## src/rtl/mc_ctrl.sv

```systemverilog
// Multi-cycle MIPS control FSM: fetch/decode/exec/mem/writeback sequencing, memory and divider handshakes.
// Optional illegal-instruction trap enabled by defining MC_CTRL_TRAP_EN.
module mc_ctrl (
    input  logic       clk,
    input  logic       rst_n,
    input  logic [5:0] opcode,
    input  logic [5:0] funct,
    input  logic       alu_zero,
    input  logic       mem_ready,
    input  logic       div_done,
    output logic       mem_req,
    output logic       mem_we,
    output logic       iord,
    output logic       ir_we,
    output logic       pc_we,
    output logic [2:0] pc_src,
    output logic       reg_we,
    output logic [1:0] reg_dst_sel,
    output logic [1:0] wb_src,
    output logic       alu_src_b,
    output logic       div_start,
    output logic       exc,
    output logic [2:0] state
);

    typedef enum logic [2:0] {
        FETCH    = 3'd0,
        DECODE   = 3'd1,
        EXEC     = 3'd2,
        MEM      = 3'd3,
        WB       = 3'd4,
        DIV_WAIT = 3'd5
    } state_t;

    typedef enum logic [3:0] {
        CLS_RALU, CLS_HILO, CLS_IALU, CLS_LW, CLS_SW, CLS_BEQ,
        CLS_BNE, CLS_J, CLS_JAL, CLS_JR, CLS_DIV, CLS_ILL
    } cls_t;

    state_t state_q, state_d;
    cls_t   cls;

    // IR is stable from DECODE onward, so the class is decoded live rather than latched.
    always_comb begin
        cls = CLS_ILL;
        case (opcode)
            6'h00: begin
                case (funct)
                    6'h00, 6'h02, 6'h03,
                    6'h20, 6'h21, 6'h22, 6'h23,
                    6'h24, 6'h25, 6'h26, 6'h27,
                    6'h2A, 6'h2B:          cls = CLS_RALU;
                    6'h10, 6'h12:          cls = CLS_HILO;
                    6'h08:                 cls = CLS_JR;
                    6'h1A, 6'h1B:          cls = CLS_DIV;
                    default:               cls = CLS_ILL;
                endcase
            end
            6'h02:                         cls = CLS_J;
            6'h03:                         cls = CLS_JAL;
            6'h04:                         cls = CLS_BEQ;
            6'h05:                         cls = CLS_BNE;
            6'h08, 6'h09, 6'h0A, 6'h0B,
            6'h0C, 6'h0D, 6'h0E, 6'h0F:    cls = CLS_IALU;
            6'h23:                         cls = CLS_LW;
            6'h2B:                         cls = CLS_SW;
            default:                       cls = CLS_ILL;
        endcase
    end

    always_comb begin
        state_d     = state_q;
        mem_req     = 1'b0;
        mem_we      = 1'b0;
        iord        = 1'b0;
        ir_we       = 1'b0;
        pc_we       = 1'b0;
        pc_src      = 3'd0;
        reg_we      = 1'b0;
        reg_dst_sel = 2'b00;
        wb_src      = 2'b00;
        alu_src_b   = 1'b0;
        div_start   = 1'b0;
        exc         = 1'b0;
        state       = state_q;

        case (state_q)
            FETCH: begin
                mem_req = 1'b1;
                if (mem_ready) begin
                    ir_we   = 1'b1;
                    pc_we   = 1'b1;
                    state_d = DECODE;
                end
            end
            DECODE: begin
                if (cls == CLS_ILL) begin
`ifdef MC_CTRL_TRAP_EN
                    exc    = 1'b1;
                    pc_we  = 1'b1;
                    pc_src = 3'd4;
`endif
                    state_d = FETCH;
                end else begin
                    state_d = EXEC;
                end
            end
            EXEC: begin
                state_d = FETCH;
                case (cls)
                    CLS_RALU, CLS_HILO: state_d = WB;
                    CLS_IALU: begin
                        alu_src_b = 1'b1;
                        state_d   = WB;
                    end
                    CLS_LW, CLS_SW: begin
                        alu_src_b = 1'b1;
                        state_d   = MEM;
                    end
                    CLS_BEQ: begin
                        pc_we  = alu_zero;
                        pc_src = alu_zero ? 3'd1 : 3'd0;
                    end
                    CLS_BNE: begin
                        pc_we  = ~alu_zero;
                        pc_src = alu_zero ? 3'd0 : 3'd1;
                    end
                    CLS_J: begin
                        pc_we  = 1'b1;
                        pc_src = 3'd2;
                    end
                    CLS_JR: begin
                        pc_we  = 1'b1;
                        pc_src = 3'd3;
                    end
                    CLS_JAL: state_d = WB;
                    CLS_DIV: begin
                        div_start = 1'b1;
                        state_d   = DIV_WAIT;
                    end
                    default: state_d = FETCH;
                endcase
            end
            MEM: begin
                mem_req = 1'b1;
                iord    = 1'b1;
                mem_we  = (cls == CLS_SW);
                if (mem_ready)
                    state_d = (cls == CLS_SW) ? FETCH : WB;
            end
            WB: begin
                reg_we  = 1'b1;
                state_d = FETCH;
                case (cls)
                    CLS_RALU: reg_dst_sel = 2'b01;
                    CLS_HILO: begin
                        reg_dst_sel = 2'b01;
                        wb_src      = 2'b11;
                    end
                    CLS_LW:   wb_src = 2'b01;
                    CLS_JAL: begin
                        reg_dst_sel = 2'b10;
                        wb_src      = 2'b10;
                        pc_we       = 1'b1;
                        pc_src      = 3'd2;
                    end
                    default: ;
                endcase
            end
            DIV_WAIT: begin
                if (div_done)
                    state_d = FETCH;
            end
            default: state_d = FETCH;
        endcase

        // Reset forces every output low, including the FETCH request of the reset state.
        if (!rst_n) begin
            mem_req     = 1'b0;
            mem_we      = 1'b0;
            iord        = 1'b0;
            ir_we       = 1'b0;
            pc_we       = 1'b0;
            pc_src      = 3'd0;
            reg_we      = 1'b0;
            reg_dst_sel = 2'b00;
            wb_src      = 2'b00;
            alu_src_b   = 1'b0;
            div_start   = 1'b0;
            exc         = 1'b0;
            state       = 3'd0;
        end
    end

    always_ff @(posedge clk) begin
        if (!rst_n)
            state_q <= FETCH;
        else
            state_q <= state_d;
    end

endmodule

```

## config.mk

```make
export PLATFORM = sky130hd
export DESIGN_NAME = mc_ctrl
export DESIGN_NICKNAME = d
export VERILOG_FILES = /design/src/rtl/mc_ctrl.sv
export SDC_FILE = /design/constraint.sdc
export NUM_CORES = 1
export LEC_CHECK = 0
export ABC_CLOCK_PERIOD_IN_PS = 4100
export CORE_MARGIN = 10
export CORE_UTILIZATION = 44
export DETAILED_ROUTE_END_ITERATION = 10
export PLACE_DENSITY = 0.93
export SLEW_MARGIN = 0
export SYNTH_ARGS = -nofsm -noshare
export SYNTH_HDL_FRONTEND = slang
export SYNTH_SLANG_ARGS = --single-unit
```

## constraint.sdc

```tcl
create_clock -name clk -period 4.1 [get_ports clk]
set_input_delay 0.615 -clock clk [delete_from_list [all_inputs] [get_ports clk]]
set_output_delay 0.615 -clock clk [all_outputs]
set_load 0.05 [all_outputs]
```

* Word level (Yosys, flattened, before mapping)
Memory sizes are Yosys's and may differ from the RTL's. Index checks and enable logic that the tools add are counted.
Cells by class: $add $sub $neg 0, multiply operators 0, divide/modulo/power cells 0, order comparisons 0, equality and inequality tests 33, shift operators 0, mux-type cells 42, bitwise logic cells 1, reduce and logical (&&, ||, !) cells 11
Operators by type and width (number):
- $eq 6x4->1 const B | 8
- $pmux 4 s8 | 1
- $mux 1 | 21
- $mux 3 | 6
- $eq 4x3->1 const B | 4
- $eq 4x4->1 const B | 4
- $pmux 3 s5 | 1
- $eq 6x2->1 const B | 2
- $eq 6x3->1 const B | 2
- $eq 6x6->1 const B | 2
- $mux 2 | 6
- $pmux 3 s3 | 1
- $eq 4x2->1 const B | 2
- $pmux 2 s2 | 2
- $pmux 2 s4 | 1
- $reduce_or 2->1 | 4
- $reduce_or 8->1 | 1
- $eq 3x2->1 const B | 2
- $eq 3x3->1 const B | 2
- $logic_not 6->1 | 1
- $ne 2x2->1 const B | 3
- $pmux 1 s3 | 2
- $pmux 2 s3 | 1
- $eq 4x1->1 const B | 1
- 7 further kinds | 7
Word-level totals: register bits 3, bits in latches 0, memory bits (writable) 0, ROM bits 192, input bits 17, output and inout bits 19, word-level logic and storage cells 89, memories 1
Memory list:
- (no name shown) | depth 64, width 3, rd ports 1, clocked after memory_dff 0, write ports 0, RTL line 48 | case (funct)

* Longest topological paths before layout
depth after elaboration 8, mapped depth 8, depth with buffers taken out 7

* Least setup slack after synthesis
Ideal clock, no wire load.
path type input-to-output, start input opcode[5], end output wb_src[1], data arrival time 3.004 ns, data required time 3.485 ns, setup slack 0.481 ns, stages 6, path buffers 1, path through buf_2 or2_1 o211a_1 a311oi_2 nand3b_1 o31ai_1
On the way: longest elaborated chain between the ends 7, elaborated cells between the ends (all ways) 23, those cells by class eq/ne (17); mux (4); reduce/logical (2)
RTL lines:
- start: declaration | RTL line 6 | input logic [5:0] opcode,
- $eq 6x4->1 | RTL line 46 | case (opcode)
- $reduce_or 8->1 | RTL line 46
- $pmux 4 s8 * | RTL line 46
- $eq 4x4->1, or another cell as far along | RTL line 154 | case (cls)
- $pmux 2 s3 * | RTL line 154
- $mux 2 * | RTL line 87 | case (state_q)
- $mux 2 * | RTL line 178 | if (!rst_n) begin
- end: declaration | RTL line 19 | output logic [1:0] wb_src,
Mark *: on every way between the ends. The rest lies on a longest branch, timed or not.

* Worst setup path after layout
start input opcode[3], end output div_start
On the way: longest elaborated chain between the ends 7, elaborated cells between the ends (all ways) 21, those cells by class eq/ne (15); mux (4); reduce/logical (2)
RTL lines:
- $eq 6x4->1 | RTL line 46
- $reduce_or 8->1 | RTL line 46
- $pmux 4 s8 * | RTL line 46
- $eq 4x4->1 * | RTL line 110 | case (cls)
- $mux 1 * | RTL line 110
- $mux 1 * | RTL line 87
- $mux 1 * | RTL line 178
- end: declaration | RTL line 21 | output logic div_start,
Marked as above.

==> run_results.csv <==
group,metric,value,unit
floorplanning,start_util,0.457,
setup_path,slowest_stage,"or4_4",
sta,setup_viol,0,
hold_path,hold_depth,2,
cts,clock_tree.root_cell,"clkbuf_4",
sta,rsz0062_at_grt,"false",
route,drc,0,
setup_path,critPathBufInv,2,
pwr,power,0.177,mW
setup_path,cp.required,3.48,ns
global_routing,grt_pass1_wl,4.20,mm
floorplanning,rows,15,
setup_path,crit_cells,8,
setup_path,crit_top_cell,"or4_4",
sta,hold_violations,0,
cells_and_area,nNetsFinal,172,
sta,final.hold.worst_slack,0.593,ns
placed_design,placedCellCount,175,
status,status,"completed",
cells_and_area,drive_gt1_frac,0.143,
route,avgViaCountPerCell,5.76,
floorplanning,core,0.00171,mm²
cells_and_area,largest_reg_flops,3,
global_routing,track_usage,0.123,
pwr,leakage,0.456,nW
global_routing,grt_max_degree,12,
synth,synth_edf_count,0,
setup_path,critPathArrivalTime,3.16,ns
hold_path,hold_path_class,"register to register",
placed_design,dp_hpwl,2.13,mm
global_routing,grt-ovfl-total,0,
run,maxCapViolCount,0,
route,wirelength,2.54,mm
cells_and_area,finish.utilization,0.689,
cts,cts_max_level,1,
route,drt_first_pass_iters,4,
floorplanning,die_area,0.00386,mm²
synth,yosys-top-cells-area,"nor2_1 (8.7%), dfxtp_1 (7.7%), a21oi_1 (5.8%)",
pwr,power_density,151,mW/mm²
cells_and_area,area_growth,50.8,%
synth,async_flop_share,0,
sta,min_period,3.78,ns
synth,synthDistinctLibCells,49,
global_routing,antenna_found_initial,0,
sta,fmax,0.265,GHz
setup_path,crit_family,"simple AND/OR/NAND/NOR gates",
route,detail_route.iter0.violations,62,
pwr,vdd_drop_max,81.0,µV
route,routedWlPerCell,14.2,µm
synth,yosysWarnings,0,
synth,synth_seq_area_share,0.0769,
synth,yosys_most_used_dff,"dfxtp_1",
sta,skew,0.00395,ns
setup_path,timing.critical_path.to_type,"output pin",
cells_and_area,largest_register,"state_q",
floorplanning,die_y,62.1,µm
setup_path,crit_chain,"clkdlybuf4s50_1, or4_4, nor3_4, nand3_2, and2_4, or4_4, nor2_1, buf_12",
cells_and_area,final_cells,179,
global_routing,grt_pass1_vias,982,
synth,avgSynthCellArea,6.40,µm²
cts,cts_max_path_buffers,2,
cts,cts-resized-gates,0,
sta,slew_violations,0,
setup_path,reg2reg_depth,3,
placed_design,port_buffers,33,
route,postRouteAntennaNets,0,
cells_and_area,top_regs,"state_q: 3 flops",
setup_path,worst-setup-path-type,"input pin to output pin",
setup_path,critPathLaunchType,"input pin",
synth,synth.most_common_cell,"nor2_1",
synth,yosys-top-cells-count,"nor2_1 (18), nand2_1 (12), a21oi_1 (9), inv_1 (7), nor2b_1 (6)",
sta,setup_tns,0,ns
setup_path,max_stage_delay,0.61,ns
cts,clk_latency,0.24,ns
synth,synth_area_leader_cell,"nor2_1",
synth,ys_seq_elements,3,
setup_path,ff2ff_setup_slack,2.61,ns
cts,cts_hold_buf,0,
sta,tightest_slew,0.522,ns
sta,fin_crit_sh,0.922,
cts,path_clk_slew,0.04,ns
floorplanning,io_pins,36,
synth,synth_top_area_share,0.0865,
synth,syn-instance-count,122,
cts,post_cts_buffers,0,
floorplanning,fp.dieW,62.1,µm
cts,cts_tree,"yes",
route,via_count,1031,
placed_design,gp_congestion,0.888,
setup_path,path_max_fanout,10,
cts,numCtsBuffers,3,
cts,clock_sinks,3,
sta,relSlewSlack,0.651,
cells_and_area,num_antenna_cells,0,
synth,synth.cell_area,781,µm²
## area by class of cell
cell class / instances / area, µm²
inverters: 7 / 26.3
multi-input cells: 107 / 658
well taps: 25 / 31.3
clock buffers: 4 / 26.3
flip-flops and latches: 3 / 60.1
repair buffers: 33 / 375
fillers: 136 / 531
## layer usage
metal  track usage  up-vias  wire length, µm
li1              -      503                -
met1         0.123      479             1010
met2         0.227       44             1330
met3        0.0287        5              157
met4        0.0686        0               47
met5             0        -                0
## worst register-to-register path: stages (launching register included)
cell	delay [ns]
dfxtp_1	0.51
nand3b_1	0.28
or4_1	0.54
o21ai_1	0.09
## cells by family after synthesis
family | Yosys count | synth area share
buf+inv | 13 | 0.0849
xor+xnor | 2 | 0.0224
flops | 3 | 0.0769
other cells | 1 | 0.00480
compound gates | 36 | 0.332
simple gates | 67 | 0.479
## per-stage QoR
step	setup WS (ns)	instance area (µm²)
global placement	0.410	1150
CTS	0.349	1180
detailed placement	0.349	1150
finish	0.321	1180
global route	0.151	1180
floorplan	0.481	785
## cell usage in the layout (no fill, tap or decap), drive strengths merged, types with 2 or more instances in the layout
cell / instances
a21oi: 10
conb: 2
buf: 7
inv: 7
clkbuf: 4
and2: 4
nor2b: 6
nand2: 12
and3: 2
a21o: 2
nor3b: 2
nand3: 5
dfxtp: 3
clkdlybuf4s50: 26
nor2: 18
nand2b: 3
a31oi: 2
a22oi: 2
nor4: 2
o21ai: 8
or4: 3
nand3b: 3
nor3: 5
or2: 2
## worst paths after layout
check                                          endpoint                     from
worst max register to register  state_q[2]$_SDFFE_PN0P_  state_q[1]$_SDFFE_PN0P_
worst max-delay path                          div_start                opcode[3]
worst min-delay path            state_q[1]$_SDFFE_PN0P_  state_q[0]$_SDFFE_PN0P_
worst min register to register  state_q[1]$_SDFFE_PN0P_  state_q[0]$_SDFFE_PN0P_
## where the power goes
part / total (mW) / switching [mW] / internal [mW]
logic: 0.0882 / 0.0511 / 0.0370
registers: 0.0325 / 0.00215 / 0.0304
clock network: 0.0565 / 0.0198 / 0.0368
Power figures use the tool's default switching activity.
